==> config.mk <==
export PLATFORM = sky130hd
export DESIGN_NAME = restrict_env_driver
export DESIGN_NICKNAME = d
export VERILOG_FILES = /design/src/rtl/restrict_env_driver.sv
export SDC_FILE = /design/constraint.sdc
export NUM_CORES = 1
export LEC_CHECK = 0
export ABC_AREA = 1
export BUFFER_PORTS_ARGS = -buffer_cell sky130_fd_sc_hd__buf_2
export CORE_ASPECT_RATIO = 1.25
export CORE_MARGIN = 10
export CORE_UTILIZATION = 40
export DETAILED_ROUTE_END_ITERATION = 16
export MAX_ROUTING_LAYER = met4
export PLACE_DENSITY = 0.76
export RECOVER_POWER = 100
export SYNTH_ARGS = -nofsm -noshare
export SYNTH_HDL_FRONTEND = slang
export SYNTH_SLANG_ARGS = --single-unit
==> constraint.sdc <==
create_clock -name clk -period 1.4 [get_ports clk]
set_input_delay 0.28 -clock clk [delete_from_list [all_inputs] [get_ports clk]]
set_output_delay 0.28 -clock clk [all_outputs]
set_load 0.01 [all_outputs]
==> src/rtl/restrict_env_driver.sv <==
// restrict_env_driver: stimulus-side driver for the restrict-property consumer.
// Sequences the consumer's reset_n/debug_mode/test_mode so that reset_n_out=1
// only ever coincides with debug_mode=1 and test_mode=0, and plays
// restrict_cond bursts requested on the command port.
// Optional feature macro: RESTRICT_ENV_DRV_CHECK_EN (restrict_out feedback
// checking; when undefined mismatch_cnt is tied to zero).
// cmd_ready is registered, so it reflects test_req one cycle late; a command
// presented while test_req is high is never taken (test_req wins).
module restrict_env_driver #(
  parameter int unsigned RESET_HOLD = 4,
  parameter int unsigned SETTLE     = 2,
  parameter int unsigned LEN_W      = 8
) (
  input  logic             clk,
  input  logic             reset,
  input  logic             cmd_valid,
  output logic             cmd_ready,
  input  logic [LEN_W-1:0] cmd_len,
  input  logic             test_req,
  input  logic             restrict_out,
  output logic             reset_n_out,
  output logic             debug_mode,
  output logic             test_mode,
  output logic             restrict_cond,
  output logic             busy,
  output logic [15:0]      mismatch_cnt
);

  localparam int unsigned CNT_MAX = (RESET_HOLD > SETTLE) ? RESET_HOLD : SETTLE;
  localparam int unsigned CNT_W   = $clog2(CNT_MAX + 1);

  typedef enum logic [2:0] {
    S_HOLD,
    S_SETTLE,
    S_RUN,
    S_T_ENTER,
    S_TEST,
    S_T_EXIT
  } state_t;

  state_t           state;
  logic [CNT_W-1:0] cnt;        // cycles spent in the current timed state
  logic [LEN_W-1:0] burst_rem;  // restrict_cond cycles left after the current one

  // Sequencing FSM with all consumer-facing outputs registered
  always_ff @(posedge clk or posedge reset) begin
    if (reset) begin
      state         <= S_HOLD;
      cnt           <= '0;
      burst_rem     <= '0;
      reset_n_out   <= 1'b0;
      debug_mode    <= 1'b0;
      test_mode     <= 1'b0;
      restrict_cond <= 1'b0;
      cmd_ready     <= 1'b0;
      busy          <= 1'b1;
    end else begin
      case (state)
        S_HOLD: begin
          if (cnt == CNT_W'(RESET_HOLD)) begin
            state      <= S_SETTLE;
            cnt        <= CNT_W'(1);
            debug_mode <= 1'b1;
          end else begin
            cnt <= cnt + CNT_W'(1);
          end
        end
        S_SETTLE: begin
          if (cnt == CNT_W'(SETTLE)) begin
            state       <= S_RUN;
            reset_n_out <= 1'b1;
            cmd_ready   <= !test_req;
            busy        <= 1'b0;
          end else begin
            cnt <= cnt + CNT_W'(1);
          end
        end
        S_RUN: begin
          if (restrict_cond) begin
            // burst in flight: finish it before anything else
            if (burst_rem == '0) begin
              restrict_cond <= 1'b0;
              cmd_ready     <= !test_req;
              busy          <= 1'b0;
            end else begin
              burst_rem <= burst_rem - LEN_W'(1);
            end
          end else if (test_req) begin
            state       <= S_T_ENTER;
            reset_n_out <= 1'b0;
            cmd_ready   <= 1'b0;
            busy        <= 1'b1;
          end else begin
            cmd_ready <= 1'b1;
            // zero-length commands are accepted but produce no pulse
            if (cmd_valid && cmd_ready && (cmd_len != '0)) begin
              restrict_cond <= 1'b1;
              burst_rem     <= cmd_len - LEN_W'(1);
              cmd_ready     <= 1'b0;
              busy          <= 1'b1;
            end
          end
        end
        S_T_ENTER: begin
          state     <= S_TEST;
          test_mode <= 1'b1;
        end
        S_TEST: begin
          if (!test_req) begin
            state     <= S_T_EXIT;
            test_mode <= 1'b0;
            cnt       <= CNT_W'(1);
          end
        end
        S_T_EXIT: begin
          if (cnt == CNT_W'(SETTLE)) begin
            state       <= S_RUN;
            reset_n_out <= 1'b1;
            cmd_ready   <= !test_req;
            busy        <= 1'b0;
          end else begin
            cnt <= cnt + CNT_W'(1);
          end
        end
        default: begin
          state <= S_HOLD;
          cnt   <= '0;
        end
      endcase
    end
  end

`ifdef RESTRICT_ENV_DRV_CHECK_EN
  logic exp_restrict;
  assign exp_restrict = restrict_cond & debug_mode & !test_mode;

  // Count RUN cycles where the consumer's feedback disagrees with what we drive
  always_ff @(posedge clk or posedge reset) begin
    if (reset) begin
      mismatch_cnt <= '0;
    end else if ((state == S_RUN) && (restrict_out != exp_restrict) &&
                 (mismatch_cnt != 16'hFFFF)) begin
      mismatch_cnt <= mismatch_cnt + 16'd1;
    end
  end
`else
  // Feedback is ignored when checking is compiled out
  logic unused_restrict_out;
  assign unused_restrict_out = restrict_out;
  assign mismatch_cnt        = '0;
`endif

endmodule
; Word level (Yosys, flattened, before mapping)
; Cells that the tools add are included.
; Widths: inputs -> output; s select.
[totals]
regBits = 20
latch_bits = 0
mem_bits_rw = 0
romBits = 0
in_bits = 13
output_inout_bits = 22
elab_cells = 85
n_memories = 0
[op_classes]
add_sub_neg = 3
mul = 0
div_mod_pow = 0
magnitude_cmp = 0
eq_ne = 17
shift = 0
muxes = 36
bitwise = 1
n_reduce_logical = 19
[op_table]
columns = cell, n
row1 = $mux 8, 4
row2 = $mux 3, 8
row3 = $mux 1, 18
row4 = $sub 8x1->8 const B, 2
row5 = $pmux 3 s5, 1
row6 = $ne 2x2->1 const B, 6
row7 = $pmux 3 s4, 1
row8 = $reduce_and 4->1, 3
row9 = $eq 3x2->1 const B, 3
row10 = $eq 3x3->1 const B, 3
row11 = $logic_not 8->1, 1
row12 = $pmux 1 s2, 4
row13 = $reduce_bool 8->1, 1
row14 = $reduce_and 3->1, 2
row15 = $reduce_bool 2->1, 3
row16 = $reduce_and 5->1, 1
row17 = $ne 2x1->1 const B, 2
row18 = $ne 4x4->1 const B, 1
row19 = $reduce_and 2->1, 2
row20 = $reduce_or 2->1, 2
row21 = $add 3x1->3 const B, 1
row22 = $eq 3x1->1 const B, 1
row23 = $logic_not 3->1, 1
row24 = $ne 3x3->1 const B, 1
row25 = 3 further kinds, 4

; Depth between registers and ports, before layout
[logic_depth]
ltp_word = 6
mapped_depth = 10

; Least setup slack after synthesis
; Ideal clock, no wire load.
[synth_path]
path_kind = register -> register
start = reg restrict_cond
end = reg burst_rem[2]
setup_ps = 65
arrival_time_ps = 1539
required_time_ps = 1335
setup_slack_ps = -205
stages_incl_launch_ff = 8
path_buffers = 0
path_cell_list = dfrtp_1 o21ai_0 inv_1 ha_1 inv_1 xor2_1 nand3_1 nand2_1
[synth_via]
elab_chain_cells = 2
[synth_lines]
columns = item, line
row1 = start: declaration, 24  ; output logic restrict_cond,
row2 = start signal: assignment, 54  ; restrict_cond <= 1'b0;
row3 = start signal: assignment, 82  ; restrict_cond <= 1'b0;
row4 = start signal: assignment, 97  ; restrict_cond <= 1'b1;
row5 = $ne 2x2->1 (no line) (tied with other cells), --
row6 = $reduce_and 4->1 (no line), --
row7 = end signal: assignment, 86  ; burst_rem <= burst_rem - LEN_W'(1);
row8 = end signal: assignment, 98  ; burst_rem <= cmd_len - LEN_W'(1);
row9 = end: declaration, 43  ; logic [LEN_W-1:0] burst_rem;
; Several ways; a longest one is shown, not always the timed one.
; A chain may end at the register's enable or synchronous reset.

; Worst setup path in the final report
[layout_path]
start = reg restrict_cond
end = reg burst_rem[7]
; The elaborated chain is that of the path after synthesis.

==> flow_summary.json <==
{
  "synth-xor-area-share": 0.00583,
  "synth-simple-area-share": 0.376,
  "clkLatencyLatePin_ns": 0.26,
  "die_area_um2": 6620,
  "max_stage_delay_ns": 0.47,
  "synth_cells": 224,
  "wl_per_cell_um": 11.0,
  "leakage_nw": 1.01,
  "antenna_found_initial": 0,
  "globalRouteTotalUtil": 0.107,
  "fin_area_um2": 1790,
  "grt_overflow": 0,
  "synth_top_area_share": 0.317,
  "core.rowCount": 24,
  "cts.sinks": 20,
  "final_common_cell": "nand2_1",
  "synth_area_um2": 1500,
  "firstDrtPassIters": 4,
  "r2r-start": "restrict_cond",
  "drv_cap": 0,
  "crit_path_frequent_cell": "nand2_1",
  "cts.path.max_buffers": 2,
  "start_util": 0.424,
  "hold_start": "test_req",
  "wirelength_um": 3280,
  "outcome": "completed",
  "area_delta_synth_final_pct": 19.5,
  "rr_endpoint": "burst_rem[7]",
  "grt_pass1_wl_um": 5640,
  "arrival_ns": 1.54,
  "synthMuxAreaShare": 0,
  "hold_path_end": "test_mode",
  "hold_viol_final": 0,
  "drtAntennaViolNets": 0,
  "htree_levels": 1,
  "dpl.hpwl_um": 2670,
  "ys_types": 29,
  "grt_setup_unrepaired": "true",
  "clockRootBuffer": "clkbuf_8",
  "setup-violations-final": 0,
  "worstPathCellList": "inv_2 -> buf_6 -> nand2_2 -> nand2_4 -> nand2_2 -> nor2_2 -> nand2_1 -> nand2_1 -> nand2_1 -> nand2_1 -> nand2_1",
  "reg2reg_depth": 11,
  "ir_worst_vdd_mv": 0.928,
  "design.core.area_um2": 3540,
  "drcViolationCount": 0,
  "die_h_um": 88.5,
  "ys_ff_latch": 20,
  "finalHoldWorstSlack_ns": 0.330,
  "synth-compound-area-share": 0.0658,
  "min_period_ns": 1.39,
  "gp_congestion": 0.888,
  "critical_path_class": "reg2reg",
  "layout_common_cells": "nand2_1 (71), inv_1 (31), dfrtp_1 (18)",
  "finalCritPeriodShare": 0.992,
  "worst-path-max-fanout": 7,
  "ys_warn_count": 0,
  "cts_made_buffers": 3,
  "num_io_pins": 35,
  "powerDensity_nw_per_um2": 2060,
  "end_kind": "register",
  "place_area_um2": 1660,
  "syn_avg_cell_area_um2": 6.70,
  "maxSlewViolCount": 0,
  "cp_slowest_cell": "dfrtp_2",
  "path_clk_slew_ns": 0.07,
  "whs_path_depth": 3,
  "r2r_setup_slack_ns": 0.01,
  "nets": 278,
  "hold_class": "in2reg",
  "io_buffer_count": 17,
  "num_antenna_cells": 0,
  "grt_max_degree": 14,
  "first_iter_violations": 44,
  "fmax_ghz": 0.720,
  "die_w_um": 74.8,
  "ys_top_cells_by_area": "dfrtp_1 (32%), nand2_1 (19%), inv_1 (8.3%)",
  "via_per_inst": 4.46,
  "layout-drive-gt1-share": 0.250,
  "synth_top_family_by_area": "simple AND/OR/NAND/NOR gates",
  "start_kind": "register",
  "synth.yosys.seq_area_share": 0.334,
  "vias": 1334,
  "finClkSkew_ns": 0.00510,
  "grt_pass1_vias": 1353,
  "critPathRequiredTime_ns": 1.55,
  "yosys.area.top_type": "dfrtp_1",
  "cts_tree": "built",
  "synth_fa_ha_area_frac": 0.0333
}
[report_power, final]
group	switching [mW]	internal, mW
Sequential	0.209	0.856
Combinational	1.29	0.897
Clock	0.190	0.250
[layer usage]
layer / vias up / part of all wire / track usage
met1: 581 / 0.41 / 0.113
met3: 7 / 0.042 / 0.0135
met4: 0 / 0.016 / 0.0397
li1: 724 / - / -
met2: 22 / 0.53 / 0.198
met5: - / 0 / -
[state kept, by name, indices dropped and copies added, names as in the netlist]
name	flops
burst_rem	8
busy	1
cmd_ready	1
cnt	3
debug_mode	1
reset_n_out	1
restrict_cond	1
state	3
test_mode	1
[cell type report]
type / count / area, µm²
fill: 363 / 1750
sequential: 20 / 503
inverter: 38 / 143
tap: 39 / 48.8
clock buffer: 4 / 55.1
multi-input combinational: 164 / 831
timing repair buffer: 34 / 214
[Yosys cell counts]
cell type	n
inv_2	4
xor2_1	1
nor2_2	3
or2_2	1
o21a_1	1
nor3_1	3
o21ai_0	9
nand2_4	3
inv_1	33
o21ai_1	1
nand2_2	8
clkinv_1	1
nand3_1	14
buf_4	16
conb_1	1
nand4_1	3
a21oi_1	4
nand2_1	77
nor2_4	1
dfstp_2	1
buf_6	1
dfrtp_1	19
ha_1	4
o22ai_1	1
nor2_1	10
or2_1	1
nand3b_1	1
o211ai_1	1
o21bai_1	1
[stage by stage]
| step | instances | util | setup TNS, ns | power (mW) | setup WS, ns |
|---|---|---|---|---|---|
| final | 299 | 0.506 | 0 | 3.69 | 0.0117 |
| after global routing | 299 | 0.506 | -0.617 | 4.10 | -0.0922 |
| after CTS | 296 | 0.488 | 0 | 3.53 | 0.00889 |
| after detailed placement | 291 | 0.469 | -0.0809 | 3.06 | -0.0383 |
| after global placement | 291 | 0.469 | -0.0105 | 3.02 | -0.00898 |
| after floorplan | 239 | - | 0 | 2.50 | 0.00826 |
[logic make-up (layout without fill, tap and decap cells)]
| family | Yosys count | in the layout |
|---|---|---|
| flip-flops | 20 | 20 |
| buffers and inverters | 55 | 76 |
| adder cells (fa/ha/maj) | 4 | 4 |
| AO/OA/AOI/OAI | 18 | 18 |
| AND/OR/NAND/NOR | 125 | 125 |
| other | 1 | 16 |
| XOR/XNOR | 1 | 1 |
[worst max-delay path by stage]
stage,start,endpoint,slack [ns],depth (start not counted)
finish,restrict_cond,burst_rem[7],0.01,11
global route,restrict_cond,burst_rem[7],-0.09,10
CTS,restrict_cond,burst_rem[4],0.009,9
detailed placement,restrict_cond,burst_rem[4],-0.04,9
global placement,restrict_cond,burst_rem[4],-0.009,9
floorplan,restrict_cond,burst_rem[2],0.008,8
[what timing repair did]
action                     CTS  global route
setup buffers                0             3
hold buffers                 1             0
setup endpoints to repair    5            14
pin swaps                    0            12
hold endpoints to repair     6             0
resized for setup            2            19
[critical path: cells and delay by family (launching register included)]
family,cells,cell delay (ns)
and+or+nand+nor,9,0.59
buffers and inverters,2,0.23
DFF,1,0.47
No activity file was read; power rests on OpenSTA's default activity.
